--- src/rtl/hazard_control_unit_if.sv ---
// Decode/execute hazard signals shared between the pipeline (master) and the
// hazard control unit (slave).
interface hazard_control_unit_if #(
  parameter int REGISTER_INDEX_WIDTH = 5,
  parameter int COUNTER_WIDTH        = 16
);
  logic [REGISTER_INDEX_WIDTH-1:0] id_src1_in;
  logic [REGISTER_INDEX_WIDTH-1:0] id_src2_in;
  logic                            id_use_src1_in;
  logic                            id_use_src2_in;
  logic [REGISTER_INDEX_WIDTH-1:0] ex_dst_in;
  logic                            ex_mem_read_in;
  logic                            ex_branch_taken_in;
  logic                            mem_busy_in;

  logic                     pc_write_en_out;
  logic                     fetch_stall_out;
  logic                     decode_stall_out;
  logic                     decode_bubble_out;
  logic                     flush_out;
  logic                     freeze_out;
  logic [1:0]               state_out;
  logic [COUNTER_WIDTH-1:0] stall_cycles_out;
  logic [COUNTER_WIDTH-1:0] flush_count_out;
  logic                     watchdog_error_out;

  // Level signals, no handshake: every input is sampled each cycle and the
  // control outputs respond combinationally within the same cycle.
  modport master (
    output id_src1_in, id_src2_in, id_use_src1_in, id_use_src2_in,
           ex_dst_in, ex_mem_read_in, ex_branch_taken_in, mem_busy_in,
    input  pc_write_en_out, fetch_stall_out, decode_stall_out,
           decode_bubble_out, flush_out, freeze_out, state_out,
           stall_cycles_out, flush_count_out, watchdog_error_out
  );

  modport slave (
    input  id_src1_in, id_src2_in, id_use_src1_in, id_use_src2_in,
           ex_dst_in, ex_mem_read_in, ex_branch_taken_in, mem_busy_in,
    output pc_write_en_out, fetch_stall_out, decode_stall_out,
           decode_bubble_out, flush_out, freeze_out, state_out,
           stall_cycles_out, flush_count_out, watchdog_error_out
  );
endinterface

--- src/rtl/hazard_control_unit.sv ---
// Pipeline hazard control: memory-wait freeze, taken-branch flush, load-use stall,
// plus stall/flush performance counters and a memory-wait watchdog.
module hazard_control_unit #(
  parameter int REGISTER_INDEX_WIDTH = 5,
  parameter int COUNTER_WIDTH        = 16,
  parameter int MAX_WAIT             = 255
) (
  input  logic                  clk,
  input  logic                  rst,
  hazard_control_unit_if.slave  hz
);

  typedef enum logic [1:0] {
    ST_RUN      = 2'd0,
    ST_MEM_WAIT = 2'd1,
    ST_FLUSH    = 2'd2,
    ST_ILLEGAL  = 2'd3
  } state_t;

  localparam int WAIT_W = $clog2(MAX_WAIT + 1) + 1;
  localparam logic [REGISTER_INDEX_WIDTH-1:0] REG_ZERO = '0;
  localparam logic [WAIT_W-1:0] WAIT_LAST = WAIT_W'(MAX_WAIT - 1);
  localparam logic [WAIT_W-1:0] WAIT_MAX  = WAIT_W'(MAX_WAIT);

  state_t                   state_q, state_d;
  logic [COUNTER_WIDTH-1:0] stall_q, flush_cnt_q;
  logic [WAIT_W-1:0]        wait_q;
  logic                     wd_err_q;

  logic load_use;
  logic pc_we, f_stall, d_stall, bubble, flush, freeze;

  assign load_use = hz.ex_mem_read_in && (hz.ex_dst_in != REG_ZERO) &&
                    ((hz.id_use_src1_in && (hz.id_src1_in == hz.ex_dst_in)) ||
                     (hz.id_use_src2_in && (hz.id_src2_in == hz.ex_dst_in)));

  always_comb begin
    state_d = ST_RUN;
    pc_we   = 1'b1;
    f_stall = 1'b0;
    d_stall = 1'b0;
    bubble  = 1'b0;
    flush   = 1'b0;
    freeze  = 1'b0;
    // The squashed instruction sitting in decode during FLUSH never stalls.
    if (state_q == ST_FLUSH) bubble = 1'b1;
    if (hz.mem_busy_in) begin
      freeze  = 1'b1;
      f_stall = 1'b1;
      d_stall = 1'b1;
      pc_we   = 1'b0;
      state_d = ST_MEM_WAIT;
    end else if (hz.ex_branch_taken_in) begin
      flush   = 1'b1;
      bubble  = 1'b1;
      state_d = ST_FLUSH;
    end else if (load_use && (state_q != ST_FLUSH)) begin
      f_stall = 1'b1;
      d_stall = 1'b1;
      bubble  = 1'b1;
      pc_we   = 1'b0;
    end
    if (state_q == ST_ILLEGAL) state_d = ST_RUN;
  end

  always_ff @(negedge clk or posedge rst) begin
    if (rst) begin
      state_q     <= ST_RUN;
      stall_q     <= '0;
      flush_cnt_q <= '0;
      wait_q      <= '0;
      wd_err_q    <= 1'b0;
    end else begin
      state_q <= state_d;
      if (d_stall && (stall_q != '1)) stall_q <= stall_q + 1'b1;
      if (flush && (flush_cnt_q != '1)) flush_cnt_q <= flush_cnt_q + 1'b1;
      // Counts cycles spent in MEM_WAIT; the flag trips on the MAX_WAIT-th one.
      if (state_q == ST_MEM_WAIT) begin
        if (wait_q != WAIT_MAX) wait_q <= wait_q + 1'b1;
        if (wait_q >= WAIT_LAST) wd_err_q <= 1'b1;
      end else begin
        wait_q <= '0;
      end
    end
  end

  assign hz.pc_write_en_out    = pc_we;
  assign hz.fetch_stall_out    = f_stall;
  assign hz.decode_stall_out   = d_stall;
  assign hz.decode_bubble_out  = bubble;
  assign hz.flush_out          = flush;
  assign hz.freeze_out         = freeze;
  assign hz.state_out          = state_q;
  assign hz.stall_cycles_out   = stall_q;
  assign hz.flush_count_out    = flush_cnt_q;
  assign hz.watchdog_error_out = wd_err_q;

endmodule

--- src/flat_wrapper.sv ---
// flat-port wrapper written by rule: the top's interface ports become plain ports
module hazard_control_unit_flat 
#(
  parameter int REGISTER_INDEX_WIDTH = 5,
  parameter int COUNTER_WIDTH        = 16,
  parameter int MAX_WAIT             = 255
)
  (clk, rst, hz_id_src1_in, hz_id_src2_in, hz_id_use_src1_in, hz_id_use_src2_in, hz_ex_dst_in, hz_ex_mem_read_in, hz_ex_branch_taken_in, hz_mem_busy_in, hz_pc_write_en_out, hz_fetch_stall_out, hz_decode_stall_out, hz_decode_bubble_out, hz_flush_out, hz_freeze_out, hz_state_out, hz_stall_cycles_out, hz_flush_count_out, hz_watchdog_error_out);
  hazard_control_unit_if #(.REGISTER_INDEX_WIDTH(REGISTER_INDEX_WIDTH), .COUNTER_WIDTH(COUNTER_WIDTH)) hz_i ();
  input  logic clk;
  input  logic rst;
  input wire logic [$bits(hz_i.id_src1_in)-1:0] hz_id_src1_in;
  input wire logic [$bits(hz_i.id_src2_in)-1:0] hz_id_src2_in;
  input wire logic [$bits(hz_i.id_use_src1_in)-1:0] hz_id_use_src1_in;
  input wire logic [$bits(hz_i.id_use_src2_in)-1:0] hz_id_use_src2_in;
  input wire logic [$bits(hz_i.ex_dst_in)-1:0] hz_ex_dst_in;
  input wire logic [$bits(hz_i.ex_mem_read_in)-1:0] hz_ex_mem_read_in;
  input wire logic [$bits(hz_i.ex_branch_taken_in)-1:0] hz_ex_branch_taken_in;
  input wire logic [$bits(hz_i.mem_busy_in)-1:0] hz_mem_busy_in;
  output wire logic [$bits(hz_i.pc_write_en_out)-1:0] hz_pc_write_en_out;
  output wire logic [$bits(hz_i.fetch_stall_out)-1:0] hz_fetch_stall_out;
  output wire logic [$bits(hz_i.decode_stall_out)-1:0] hz_decode_stall_out;
  output wire logic [$bits(hz_i.decode_bubble_out)-1:0] hz_decode_bubble_out;
  output wire logic [$bits(hz_i.flush_out)-1:0] hz_flush_out;
  output wire logic [$bits(hz_i.freeze_out)-1:0] hz_freeze_out;
  output wire logic [$bits(hz_i.state_out)-1:0] hz_state_out;
  output wire logic [$bits(hz_i.stall_cycles_out)-1:0] hz_stall_cycles_out;
  output wire logic [$bits(hz_i.flush_count_out)-1:0] hz_flush_count_out;
  output wire logic [$bits(hz_i.watchdog_error_out)-1:0] hz_watchdog_error_out;
  assign hz_i.id_src1_in = hz_id_src1_in;
  assign hz_i.id_src2_in = hz_id_src2_in;
  assign hz_i.id_use_src1_in = hz_id_use_src1_in;
  assign hz_i.id_use_src2_in = hz_id_use_src2_in;
  assign hz_i.ex_dst_in = hz_ex_dst_in;
  assign hz_i.ex_mem_read_in = hz_ex_mem_read_in;
  assign hz_i.ex_branch_taken_in = hz_ex_branch_taken_in;
  assign hz_i.mem_busy_in = hz_mem_busy_in;
  assign hz_pc_write_en_out = hz_i.pc_write_en_out;
  assign hz_fetch_stall_out = hz_i.fetch_stall_out;
  assign hz_decode_stall_out = hz_i.decode_stall_out;
  assign hz_decode_bubble_out = hz_i.decode_bubble_out;
  assign hz_flush_out = hz_i.flush_out;
  assign hz_freeze_out = hz_i.freeze_out;
  assign hz_state_out = hz_i.state_out;
  assign hz_stall_cycles_out = hz_i.stall_cycles_out;
  assign hz_flush_count_out = hz_i.flush_count_out;
  assign hz_watchdog_error_out = hz_i.watchdog_error_out;
  hazard_control_unit #(.REGISTER_INDEX_WIDTH(REGISTER_INDEX_WIDTH), .COUNTER_WIDTH(COUNTER_WIDTH), .MAX_WAIT(MAX_WAIT)) u_core (.clk(clk), .rst(rst), .hz(hz_i));
endmodule
--- config.mk ---
export PLATFORM = sky130hd
export DESIGN_NAME = hazard_control_unit_flat
export DESIGN_NICKNAME = d
export VERILOG_FILES = /design/src/rtl/hazard_control_unit_if.sv /design/src/rtl/hazard_control_unit.sv /design/src/flat_wrapper.sv
export SDC_FILE = /design/constraint.sdc
export NUM_CORES = 1
export LEC_CHECK = 0
export ABC_AREA = 1
export ABC_CLOCK_PERIOD_IN_PS = 2300
export CORE_MARGIN = 2
export CORE_UTILIZATION = 50
export DETAILED_ROUTE_END_ITERATION = 8
export PLACE_DENSITY = 0.8
export SETUP_SLACK_MARGIN = 0.1
export SYNTH_ARGS = -nofsm -noshare
export SYNTH_HDL_FRONTEND = slang
export SYNTH_SLANG_ARGS = --single-unit
--- constraint.sdc ---
create_clock -name clk -period 2.3 [get_ports clk]
set_clock_uncertainty 0.2 [all_clocks]
set_input_delay 0.46 -clock clk [delete_from_list [all_inputs] [get_ports clk]]
set_output_delay 0.46 -clock clk [all_outputs]
set_load 0.01 [all_outputs]
==> results.json <==
{
  "status": "finished, violations left",
  "violations": "setup timing",
  "ant_nets": 0,
  "drv_slew": 0,
  "synth_cell_types": 30,
  "cp-start-kind": "flip-flop",
  "cts_tree": "built",
  "first_global_vias": 3033,
  "yosysWarningCount": 0,
  "vias": 3179,
  "clockBufferDepth": 2,
  "cts-buffers-inserted": 5,
  "fin_nets": 526,
  "power_density_nw_per_um2": 572,
  "ys_seq_area_share_pct": 40.9,
  "placed_cell_area_um2": 3920,
  "finalSetupViolCount": 70,
  "final_hold_viol_count": 0,
  "io-pin-count": 63,
  "track_usage_pct": 28.0,
  "core_um2": 5140,
  "drt-initial-drc-count": 286,
  "antenna_found_initial": 0,
  "endpoint_kind": "output pin",
  "cp.arrival_ns": 2.68,
  "rsz0062_at_grt": "true",
  "power.leakage_nw": 2.27,
  "postSynthAreaPerCell_um2": 7.43,
  "wl_per_cell_um": 17.4,
  "synth_edf_count": 0,
  "cts.sinks": 44,
  "dp_slack_ns": -1.25,
  "hpwl_um": 5270,
  "syn_area_um2": 2690,
  "holdBufCountCts": 0,
  "drc": 0,
  "detail_route.wirelength_um": 9920,
  "die_h_um": 77.4,
  "die_area_um2": 5990,
  "die_w_um": 77.4,
  "firstDrtPassIters": 5,
  "io_buffer_count": 62,
  "antenna_cells_inserted": 0,
  "syn-num-nets": 389,
  "final_cell_mix": "96 x nand2_1, 55 x buf_4, 44 x dfrtn_1",
  "placed_cells": 538,
  "setup_tns_ns": -29.33,
  "rows": 26,
  "synthToLayoutAreaGrowth_pct": 60.8,
  "clk_latency_ns": 0.31,
  "yosys_register_bits": 44,
  "avgViaCountPerCell": 5.58,
  "globalRouteOverflowTotal": 0,
  "grt_max_degree": 25,
  "cp.required_ns": 1.64,
  "relSlewSlack_pct": 65.8,
  "gp_congestion": 0.933,
  "synthCells": 362,
  "synth_flop_cell": "dfrtn_1",
  "initial_core_util_pct": 52.4,
  "clkTransAtPathRegs_ns": 0.06,
  "stdcell_count": 570,
  "max_cap_violations": 0,
  "fin_area_um2": 4330,
  "htree_levels": 2,
  "critical_path_class": "reg -> out",
  "worst_pin_slew_ns": 0.511,
  "layout-drive-gt1-share_pct": 44.0,
  "cts_root_buf": "clkbuf_8",
  "async_flop_share_pct": 100,
  "hold_path_class": "reg -> reg",
  "ir_drop_mv": 0.620,
  "cp_max_fo": 5,
  "mostFrequentLayoutCell": "nand2_1",
  "grt_pass1_wl_um": 13600,
  "setup_ws_ns": -1.04
}
## path summary, 6_finish.rpt
| path | startpoint | end | slack, ns | cells past startpoint |
|---|---|---|---|---|
| min in group asynchronous | rst | u_core.wait_q[4] | 1.38 | 3 |
| worst min-delay path | u_core.hz.watchdog_error_out | u_core.hz.watchdog_error_out | 0.26 | 1 |
| worst min register to register | u_core.hz.watchdog_error_out | u_core.hz.watchdog_error_out | 0.26 | 1 |
| worst max-delay path | u_core.hz.state_out[0] | hz_decode_stall_out | -1.04 | 7 |
| max in group asynchronous | rst | u_core.hz.stall_cycles_out[12] | 0.31 | 3 |
| worst max register to register | u_core.hz.stall_cycles_out[0] | u_core.hz.stall_cycles_out[11] | 0.01 | 9 |
## kinds of logic after synthesis
kind of cell    count (synthesis)  share of synthesized area [%]
buf+inv                        56                           8.97
flops                          44                           40.9
xor+xnor                       22                           7.16
simple gates                  213                           35.9
fa+ha+maj                       5                           2.32
compound gates                 22                           4.74
## flip-flops by register name, summed over array words and instances, names as in the netlist
register and count:
u_core.hz.stall_cycles_out 16, u_core.wait_q 9, u_core.hz.state_out 2, u_core.hz.flush_count_out 16, u_core.hz.watchdog_error_out 1
## where the power goes
part           switching, mW  internal, mW  total (mW)
combinational          0.494         0.429       0.923
sequential            0.0625         0.874       0.937
clock                  0.293         0.323       0.617
## through the flow
step / power, mW / hold slack, ns / util (%)
finish: 2.48 / 0.259 / 84.2
global route: 2.58 / 0.263 / 84.2
CTS: 2.34 / 0.248 / 80.6
floorplan: 1.31 / 0.207 / -
detailed placement: 1.75 / 0.244 / 76.2
global placement: 1.73 / 0.223 / 76.2
## layout make-up
type | count | area (µm²)
Inverter | 49 | 267
Multi-Input combinational cell | 262 | 1610
Clock inverter | 2 | 35.0
Timing Repair Buffer | 137 | 1150
Clock buffer | 6 | 72.6
Fill cell | 291 | 812
Tap cell | 70 | 87.6
Sequential cell | 44 | 1100
## synthesized netlist by cell type (all sizes together) (2+ instances only)
library cell	count	area [µm²]
xnor2	5	43.8
nand2	122	473
xor2	17	149
o21ai	10	50.1
buf	7	57.6
nand3	39	200
inv	49	184
nand4	6	43.8
a211oi	2	15.0
nor3	12	103
dfrtn	44	1100
ha	5	62.6
nor2	32	133
a21oi	7	35.0
## routing by layer
layer | wire length, µm | track usage (%) | vias up
met5 | 0 | 0 | -
met4 | 417 | 7.86 | 0
met3 | 661 | 5.93 | 56
met2 | 5160 | 52.3 | 177
met1 | 3680 | 32.0 | 1526
li1 | - | - | 1420
## critical path: stages (launching register included)
cell and delay [ns]:
dfrtn_1 0.46, inv_2 0.06, a21oi_2 0.17, nand3_2 0.10
nand2_2 0.12, buf_6 0.12, buf_12 0.10, buf_6 0.09
## timing repair
| item | 4_1_cts | 5_1_grt |
|---|---|---|
| setup buffers | 18 | 9 |
| hold endpoints to repair | 0 | 0 |
| gates cloned | 1 | 0 |
| pin swaps | 29 | 27 |
| endpoints found under the setup margin | 75 | 74 |
| gates resized for setup | 270 | 59 |
No activity file was read; power rests on OpenSTA's default activity.
